`src/rtl/fetch_pkg.sv`:
```
// fetch_pkg: shared widths and the fetch-queue entry layout
package fetch_pkg;
    localparam int ADDR_WIDTH  = 24;
    localparam int INSTR_WIDTH = 32;
    typedef struct packed {
        logic [ADDR_WIDTH-1:0]  pc;
        logic                   pred_taken;
        logic [ADDR_WIDTH-1:0]  pred_target;
        logic [INSTR_WIDTH-1:0] instr;
        logic                   data_valid;
    } fetch_entry_t;
endpackage

```
`src/rtl/fetch_if.sv`:
```
// fetch_if: instruction-memory request/response and decode handshake bundle
//   master = fetch unit side, slave = memory/decode side
interface fetch_if #(
    parameter int ADDR_WIDTH  = fetch_pkg::ADDR_WIDTH,
    parameter int INSTR_WIDTH = fetch_pkg::INSTR_WIDTH
);
    logic                   imem_req_valid;
    logic [ADDR_WIDTH-1:0]  imem_req_addr;
    logic                   imem_req_ready;
    logic                   imem_resp_valid;
    logic [INSTR_WIDTH-1:0] imem_resp_data;
    logic                   dec_valid;
    logic                   dec_ready;
    logic [ADDR_WIDTH-1:0]  dec_pc;
    logic [INSTR_WIDTH-1:0] dec_instr;
    logic                   dec_pred_taken;
    logic [ADDR_WIDTH-1:0]  dec_pred_target;
    modport master (
        output imem_req_valid, imem_req_addr, dec_valid, dec_pc, dec_instr, dec_pred_taken, dec_pred_target,
        input  imem_req_ready, imem_resp_valid, imem_resp_data, dec_ready
    );
    modport slave (
        input  imem_req_valid, imem_req_addr, dec_valid, dec_pc, dec_instr, dec_pred_taken, dec_pred_target,
        output imem_req_ready, imem_resp_valid, imem_resp_data, dec_ready
    );
endinterface

```
`src/rtl/fetch_queue.sv`:
```
// fetch_queue: circular buffer of in-flight fetches with alloc/fill/pop pointers
//   alloc_*: new entry at tail, fill_*: data into oldest unfilled entry,
//   pop: retire head, flush: empty; count = occupancy, pending = unfilled entries
module fetch_queue #(
    parameter int ADDR_WIDTH  = fetch_pkg::ADDR_WIDTH,
    parameter int INSTR_WIDTH = fetch_pkg::INSTR_WIDTH,
    parameter int DEPTH       = 2
) (
    input  logic                     clk,
    input  logic                     reset_n,
    input  logic                     flush,
    input  logic                     alloc,
    input  logic [ADDR_WIDTH-1:0]    alloc_pc,
    input  logic                     alloc_taken,
    input  logic [ADDR_WIDTH-1:0]    alloc_target,
    input  logic                     fill,
    input  logic [INSTR_WIDTH-1:0]   fill_data,
    input  logic                     pop,
    output logic                     head_valid,
    output logic [ADDR_WIDTH-1:0]    head_pc,
    output logic [INSTR_WIDTH-1:0]   head_instr,
    output logic                     head_taken,
    output logic [ADDR_WIDTH-1:0]    head_target,
    output logic [$clog2(DEPTH):0]   count,
    output logic [$clog2(DEPTH):0]   pending
);
    localparam int PW = $clog2(DEPTH);
    typedef struct packed {
        logic [ADDR_WIDTH-1:0]  pc;
        logic                   pred_taken;
        logic [ADDR_WIDTH-1:0]  pred_target;
        logic [INSTR_WIDTH-1:0] instr;
        logic                   data_valid;
    } entry_t;
    entry_t mem [DEPTH];
    // pointers carry an extra wrap bit so full and empty are distinguishable
    logic [PW:0] wp, fp, rp;
    assign count       = wp - rp;
    assign pending     = wp - fp;
    assign head_valid  = (wp != rp) && mem[rp[PW-1:0]].data_valid;
    assign head_pc     = mem[rp[PW-1:0]].pc;
    assign head_instr  = mem[rp[PW-1:0]].instr;
    assign head_taken  = mem[rp[PW-1:0]].pred_taken;
    assign head_target = mem[rp[PW-1:0]].pred_target;
    always_ff @(posedge clk or negedge reset_n) begin
        if (!reset_n) begin
            wp <= '0;
            fp <= '0;
            rp <= '0;
            for (int i = 0; i < DEPTH; i++) mem[i] <= '0;
        end else if (flush) begin
            wp <= '0;
            fp <= '0;
            rp <= '0;
        end else begin
            if (alloc) begin
                mem[wp[PW-1:0]] <= '{pc: alloc_pc, pred_taken: alloc_taken, pred_target: alloc_target,
                                     instr: '0, data_valid: 1'b0};
                wp <= wp + 1'b1;
            end
            if (fill) begin
                mem[fp[PW-1:0]].instr      <= fill_data;
                mem[fp[PW-1:0]].data_valid <= 1'b1;
                fp <= fp + 1'b1;
            end
            if (pop) rp <= rp + 1'b1;
        end
    end
endmodule

```
`src/rtl/fetch_unit.sv`:
```
// fetch_unit: PC generation with BTB prediction, imem request issue and fetch queue to decode
//   clk/reset_n: clock, async active-low reset
//   btb_pc/btb_hit/btb_target: BTB lookup of the current pc
//   redirect_valid/redirect_pc: flush and restart from execute
//   bus (fetch_if.master): imem request/response and decode handshake
module fetch_unit #(
    parameter int                    ADDR_WIDTH  = fetch_pkg::ADDR_WIDTH,
    parameter int                    INSTR_WIDTH = fetch_pkg::INSTR_WIDTH,
    parameter logic [ADDR_WIDTH-1:0] RESET_PC    = '0,
    parameter int                    PC_STEP     = 4,
    parameter int                    DEPTH       = 2
) (
    input  logic                  clk,
    input  logic                  reset_n,
    output logic [ADDR_WIDTH-1:0] btb_pc,
    input  logic                  btb_hit,
    input  logic [ADDR_WIDTH-1:0] btb_target,
    input  logic                  redirect_valid,
    input  logic [ADDR_WIDTH-1:0] redirect_pc,
    fetch_if.master               bus
);
    localparam int CW = $clog2(DEPTH) + 1;
    localparam logic [CW:0] LIMIT = (CW+1)'(DEPTH);
    logic [ADDR_WIDTH-1:0] pc;
    logic [CW-1:0] drop_cnt, count, pending;
    logic accept, fill, pop;
    assign btb_pc             = pc;
    assign bus.imem_req_addr  = pc;
    // responses still owed to the memory (dropped or queued) bound new requests
    assign bus.imem_req_valid = reset_n && !redirect_valid && ({1'b0, count} + {1'b0, drop_cnt} < LIMIT);
    assign accept = bus.imem_req_valid && bus.imem_req_ready;
    assign fill   = bus.imem_resp_valid && drop_cnt == '0 && !redirect_valid;
    assign pop    = bus.dec_valid && bus.dec_ready && !redirect_valid;
    always_ff @(posedge clk or negedge reset_n) begin
        if (!reset_n) begin
            pc       <= RESET_PC;
            drop_cnt <= '0;
        end else if (redirect_valid) begin
            pc       <= redirect_pc;
            // a response arriving now retires the oldest outstanding request
            drop_cnt <= drop_cnt + pending - CW'(bus.imem_resp_valid);
        end else begin
            if (accept) pc <= btb_hit ? btb_target : pc + ADDR_WIDTH'(PC_STEP);
            if (bus.imem_resp_valid && drop_cnt != '0) drop_cnt <= drop_cnt - CW'(1);
        end
    end
    fetch_queue #(.ADDR_WIDTH(ADDR_WIDTH), .INSTR_WIDTH(INSTR_WIDTH), .DEPTH(DEPTH)) queue (
        .clk         (clk),
        .reset_n     (reset_n),
        .flush       (redirect_valid),
        .alloc       (accept),
        .alloc_pc    (pc),
        .alloc_taken (btb_hit),
        .alloc_target(btb_target),
        .fill        (fill),
        .fill_data   (bus.imem_resp_data),
        .pop         (pop),
        .head_valid  (bus.dec_valid),
        .head_pc     (bus.dec_pc),
        .head_instr  (bus.dec_instr),
        .head_taken  (bus.dec_pred_taken),
        .head_target (bus.dec_pred_target),
        .count       (count),
        .pending     (pending)
    );
    resp_has_owner: assert property (@(posedge clk) disable iff (!reset_n)
        bus.imem_resp_valid |-> (drop_cnt != '0 || pending != '0));
endmodule

```
`src/flat_wrapper.sv`:
```
// flat-port wrapper written by rule: the top's interface ports become plain ports
module fetch_unit_flat 
#(
    parameter int                    ADDR_WIDTH  = fetch_pkg::ADDR_WIDTH,
    parameter int                    INSTR_WIDTH = fetch_pkg::INSTR_WIDTH,
    parameter logic [ADDR_WIDTH-1:0] RESET_PC    = '0,
    parameter int                    PC_STEP     = 4,
    parameter int                    DEPTH       = 2
)
  (clk, reset_n, btb_pc, btb_hit, btb_target, redirect_valid, redirect_pc, bus_imem_req_valid, bus_imem_req_addr, bus_dec_valid, bus_dec_pc, bus_dec_instr, bus_dec_pred_taken, bus_dec_pred_target, bus_imem_req_ready, bus_imem_resp_valid, bus_imem_resp_data, bus_dec_ready);
  fetch_if #(.ADDR_WIDTH(ADDR_WIDTH), .INSTR_WIDTH(INSTR_WIDTH)) bus_i ();
  input  logic clk;
  input  logic reset_n;
  output logic [ADDR_WIDTH-1:0] btb_pc;
  input  logic btb_hit;
  input  logic [ADDR_WIDTH-1:0] btb_target;
  input  logic redirect_valid;
  input  logic [ADDR_WIDTH-1:0] redirect_pc;
  output wire logic [$bits(bus_i.imem_req_valid)-1:0] bus_imem_req_valid;
  output wire logic [$bits(bus_i.imem_req_addr)-1:0] bus_imem_req_addr;
  output wire logic [$bits(bus_i.dec_valid)-1:0] bus_dec_valid;
  output wire logic [$bits(bus_i.dec_pc)-1:0] bus_dec_pc;
  output wire logic [$bits(bus_i.dec_instr)-1:0] bus_dec_instr;
  output wire logic [$bits(bus_i.dec_pred_taken)-1:0] bus_dec_pred_taken;
  output wire logic [$bits(bus_i.dec_pred_target)-1:0] bus_dec_pred_target;
  input wire logic [$bits(bus_i.imem_req_ready)-1:0] bus_imem_req_ready;
  input wire logic [$bits(bus_i.imem_resp_valid)-1:0] bus_imem_resp_valid;
  input wire logic [$bits(bus_i.imem_resp_data)-1:0] bus_imem_resp_data;
  input wire logic [$bits(bus_i.dec_ready)-1:0] bus_dec_ready;
  assign bus_imem_req_valid = bus_i.imem_req_valid;
  assign bus_imem_req_addr = bus_i.imem_req_addr;
  assign bus_dec_valid = bus_i.dec_valid;
  assign bus_dec_pc = bus_i.dec_pc;
  assign bus_dec_instr = bus_i.dec_instr;
  assign bus_dec_pred_taken = bus_i.dec_pred_taken;
  assign bus_dec_pred_target = bus_i.dec_pred_target;
  assign bus_i.imem_req_ready = bus_imem_req_ready;
  assign bus_i.imem_resp_valid = bus_imem_resp_valid;
  assign bus_i.imem_resp_data = bus_imem_resp_data;
  assign bus_i.dec_ready = bus_dec_ready;
  fetch_unit #(.ADDR_WIDTH(ADDR_WIDTH), .INSTR_WIDTH(INSTR_WIDTH), .RESET_PC(RESET_PC), .PC_STEP(PC_STEP), .DEPTH(DEPTH)) u_core (.clk(clk), .reset_n(reset_n), .btb_pc(btb_pc), .btb_hit(btb_hit), .btb_target(btb_target), .redirect_valid(redirect_valid), .redirect_pc(redirect_pc), .bus(bus_i));
endmodule
```
`config.mk`:
```
export PLATFORM = sky130hd
export DESIGN_NAME = fetch_unit_flat
export DESIGN_NICKNAME = d
export VERILOG_FILES = /design/src/rtl/fetch_pkg.sv /design/src/rtl/fetch_if.sv /design/src/rtl/fetch_queue.sv /design/src/rtl/fetch_unit.sv /design/src/flat_wrapper.sv
export SDC_FILE = /design/constraint.sdc
export NUM_CORES = 1
export LEC_CHECK = 0
export ABC_AREA = 1
export CORE_ASPECT_RATIO = 0.75
export CORE_MARGIN = 2
export CORE_UTILIZATION = 55
export DETAILED_ROUTE_END_ITERATION = 8
export HOLD_SLACK_MARGIN = 0.08
export PLACE_DENSITY = 0.95
export SLEW_MARGIN = 10
export SYNTH_ARGS = -nofsm -noshare
export SYNTH_HDL_FRONTEND = slang
export SYNTH_SLANG_ARGS = --single-unit
```
`constraint.sdc`:
```
create_clock -name clk -period 5.4 [get_ports clk]
set_clock_uncertainty 0.05 [all_clocks]
set_input_delay 1.08 -clock clk [delete_from_list [all_inputs] [get_ports clk]]
set_output_delay 1.08 -clock clk [all_outputs]
set_load 0.01 [all_outputs]
```
==> run metrics <==
worst path cell trace ha_1 -> or2_2 -> fa_1 -> nand2_1 -> nor2_8 -> clkdlybuf4s50_1; Overall Global Routing Usage 31.8%; CTS tree done; CP Depth 6; Final ANT Viol Nets 0; routability cong. 0.937; number of buffers created by CTS 17; setup violators final 0; Seq cells post-synth just under 200; area share of fa/ha/maj cells after synthesis between 1 and 1.5%; Synth Net Count between 1k and 1.5k; Post-Route Utilization 72.2%; WS Path Type reg2out; mux contribution to synthesized area 0%; CP Max Fanout 67; post-synthesis xor/xnor area fraction less than 1%; DR vias 9234; Setup crit start kind flop; DRC viols 0; port buffer count 217; clk buf depth 2; Pint 4000 µW; Post-synth EDFFs 0; status completed; initial antenna violation count 0; remaining global-route overflow 0; Die Y 119 µm; worst skew pair latency 0.43 ns; count leader, synth nand2_1; Die W 157 µm; largest family of logic cells by synthesized area simple AND/OR/NAND/NOR gates; Synth cell types 31; H-tree levels 4; RR Endpoint u_core.queue.mem[25]; CTS Hold Buffers Added 0; Post-layout nets 1494; slowest cell delay on critical path 0.83 ns; Post-synth top cells 435 x nand2_1, 196 x dfrtp_1, 156 x o21ai_0; Critical Path Source u_core.queue.rp[0]; routed wire length 28700 µm; post-synth top area share between 50% and 60%; slowest cell on the critical path dfrtp_4; Initial Util 56.8%; I/O pins 218; Multi-input gate area 3850 µm²; post-synthesis simple-gate area fraction around a quarter; Clock Power Share 18.6%; Reg2Reg Depth 10; Root Buffer clkbuf_16; placed cell area roughly 12000 µm²; Worst Hold Class reg2reg; Sw Ratio 38.9%; required time of the critical path roughly 4.3 ns; num rows 41; Filler cells 1237; routed vias/inst 5.60; postcts setup bufs 0; P_leak 0.00572 µW; DR WL/cell 17.4 µm; Flop pwr share 37.5%; share of cells above drive strength 1 3.82%; crit end category output port; post-synthesis compound-gate area fraction 14.0%; Storage cell area 4910 µm²; largest cells by area after synthesis dfrtp_1 51%, nand2_1 17%, o21ai_0 8.1%; cell area after layout around 12000 µm²; r2r setup slk 1.25 ns; DP Wirelength 19400 µm; setup TNS 0 ns; dominant cell type by area after synthesis dfrtp_1; Final period util 82.4%; Buf/Inv on CP 1; P&R area growth vs syn 27.1%; min Tclk post-route 4.45 ns; crit-path leading delay family adder cells; drt pass-1 iters 6; sequential share of the synthesized area 50.8%; largest net degree at the start of global routing 87; Worst-Margin Slew ~1.2 ns; DIE AREA 18600 µm²; first-pass GRT wire length between 40000 and 50000 µm; Worst R2R Start u_core.queue.rp[0]; vias in the first global route 9057; post-synthesis average cell area 7.74 µm²; core footprint 17000 µm²; clock slew at reported path FFs ~0.060 ns; Ys Warns 0; max-slew violation count 0; RSZ-0062 raised after global routing false; maximum vdd drop 0.263 mV; Post-synth top flop dfrtp_1; clk sinks 196; DRT iter0 DRCs approximately 1.1k; Synth Cell Area 9650 µm²; switching power 2550 µW; Resize count post-CTS 0; Mapped Cells 1246; Logic pwr share a little over two fifths; CP endpoint bus_imem_req_valid; Worst slew margin 21.3%; fmax 0.225 GHz; Pwr Density roughly 530 nW/µm²; final hold vios 0; max-cap viol count 0; antenna cells 0; asr flop ratio synth 100%; CP arrival 3.32 ns
==> worst min-delay path, stage by stage, from the launching register on <==
cell and delay (ns):
dfrtp_1 0.34, nand2_1 0.05, nand2_1 0.05
==> worst min path at each step <==
stage,slack (ns),endpoint,startpoint,depth (start not counted)
3_5_place_dp,0.41,flop,flop,2
5_1_grt,0.46,flop,flop,2
2_1_floorplan,0.39,flop,flop,2
6_report,0.42,flop,flop,2
3_3_place_gp,0.41,flop,flop,2
4_1_cts,0.43,flop,flop,2
==> kinds of logic after synthesis <==
family,after synthesis
XOR/XNOR,7
AO/OA/AOI/OAI,260
flip-flops,196
buffers and inverters,198
AND/OR/NAND/NOR,578
adder cells (fa/ha/maj),7
==> per-layer routing <==
layer	GRT usage (%)	vias up	share of wire (%)	wire length, µm
met5	0	-	0	0
met3	7.63	95	9.8	2810
li1	-	4242	-	-
met1	43.4	4332	41	11800
met2	48.4	565	45	13000
met4	14.1	0	4.0	1140
==> metrics by stage <==
stage / worst slack [ns] / power [µW] / cells / hold WS (ns)
2_1_floorplan: 2.47 / 3910 / 1246 / 0.392
3_3_place_gp: 1.46 / 5160 / 1617 / 0.405
3_5_place_dp: 1.37 / 5300 / 1617 / 0.412
4_1_cts: 0.972 / 6540 / 1648 / 0.426
5_1_grt: 0.843 / 6980 / 1648 / 0.462
6_report: 0.951 / 6550 / 1648 / 0.424
==> power by group through the flow <==
| stage | clock network, µW | registers (µW) | logic (µW) |
|---|---|---|---|
| finish | 1220 | 2450 | 2880 |
| global route | 1290 | 2510 | 3180 |
| CTS | 1220 | 2430 | 2880 |
| detailed placement | 0 | 2450 | 2850 |
| global placement | 0 | 2410 | 2740 |
| floorplan | 0 | 2310 | 1600 |
==> cell type report <==
| type | count | share of cell area (%) |
|---|---|---|
| Tap cell | 236 | 2.41 |
| Multi-Input combinational cell | 852 | 31.4 |
| Sequential cell | 196 | 40.0 |
| Inverter | 106 | 3.27 |
| Clock inverter | 11 | 0.847 |
| Clock buffer | 20 | 3.64 |
| Timing Repair Buffer | 227 | 18.4 |
==> layout by cell type, fill, tap and decap left out, types with 3 or more instances in the layout <==
master | synthesis | routed
a22oi_1 | 16 | 16
nor3_1 | 34 | 34
nor2_2 | 3 | 3
nand2_1 | 435 | 435
a21oi_1 | 42 | 42
xor2_1 | 5 | 5
ha_1 | 4 | 4
dfrtp_1 | 196 | 195
inv_1 | 101 | 101
clkinv_2 | 0 | 3
fa_1 | 3 | 3
clkbuf_16 | 0 | 17
o21ai_1 | 38 | 38
o21ai_0 | 156 | 156
clkinv_4 | 0 | 3
nand3_1 | 26 | 26
o22ai_1 | 6 | 6
buf_4 | 29 | 10
nand4_1 | 3 | 3
clkdlybuf4s50_1 | 0 | 216
nor2_1 | 68 | 68
(Power assumes the default switching activity.)
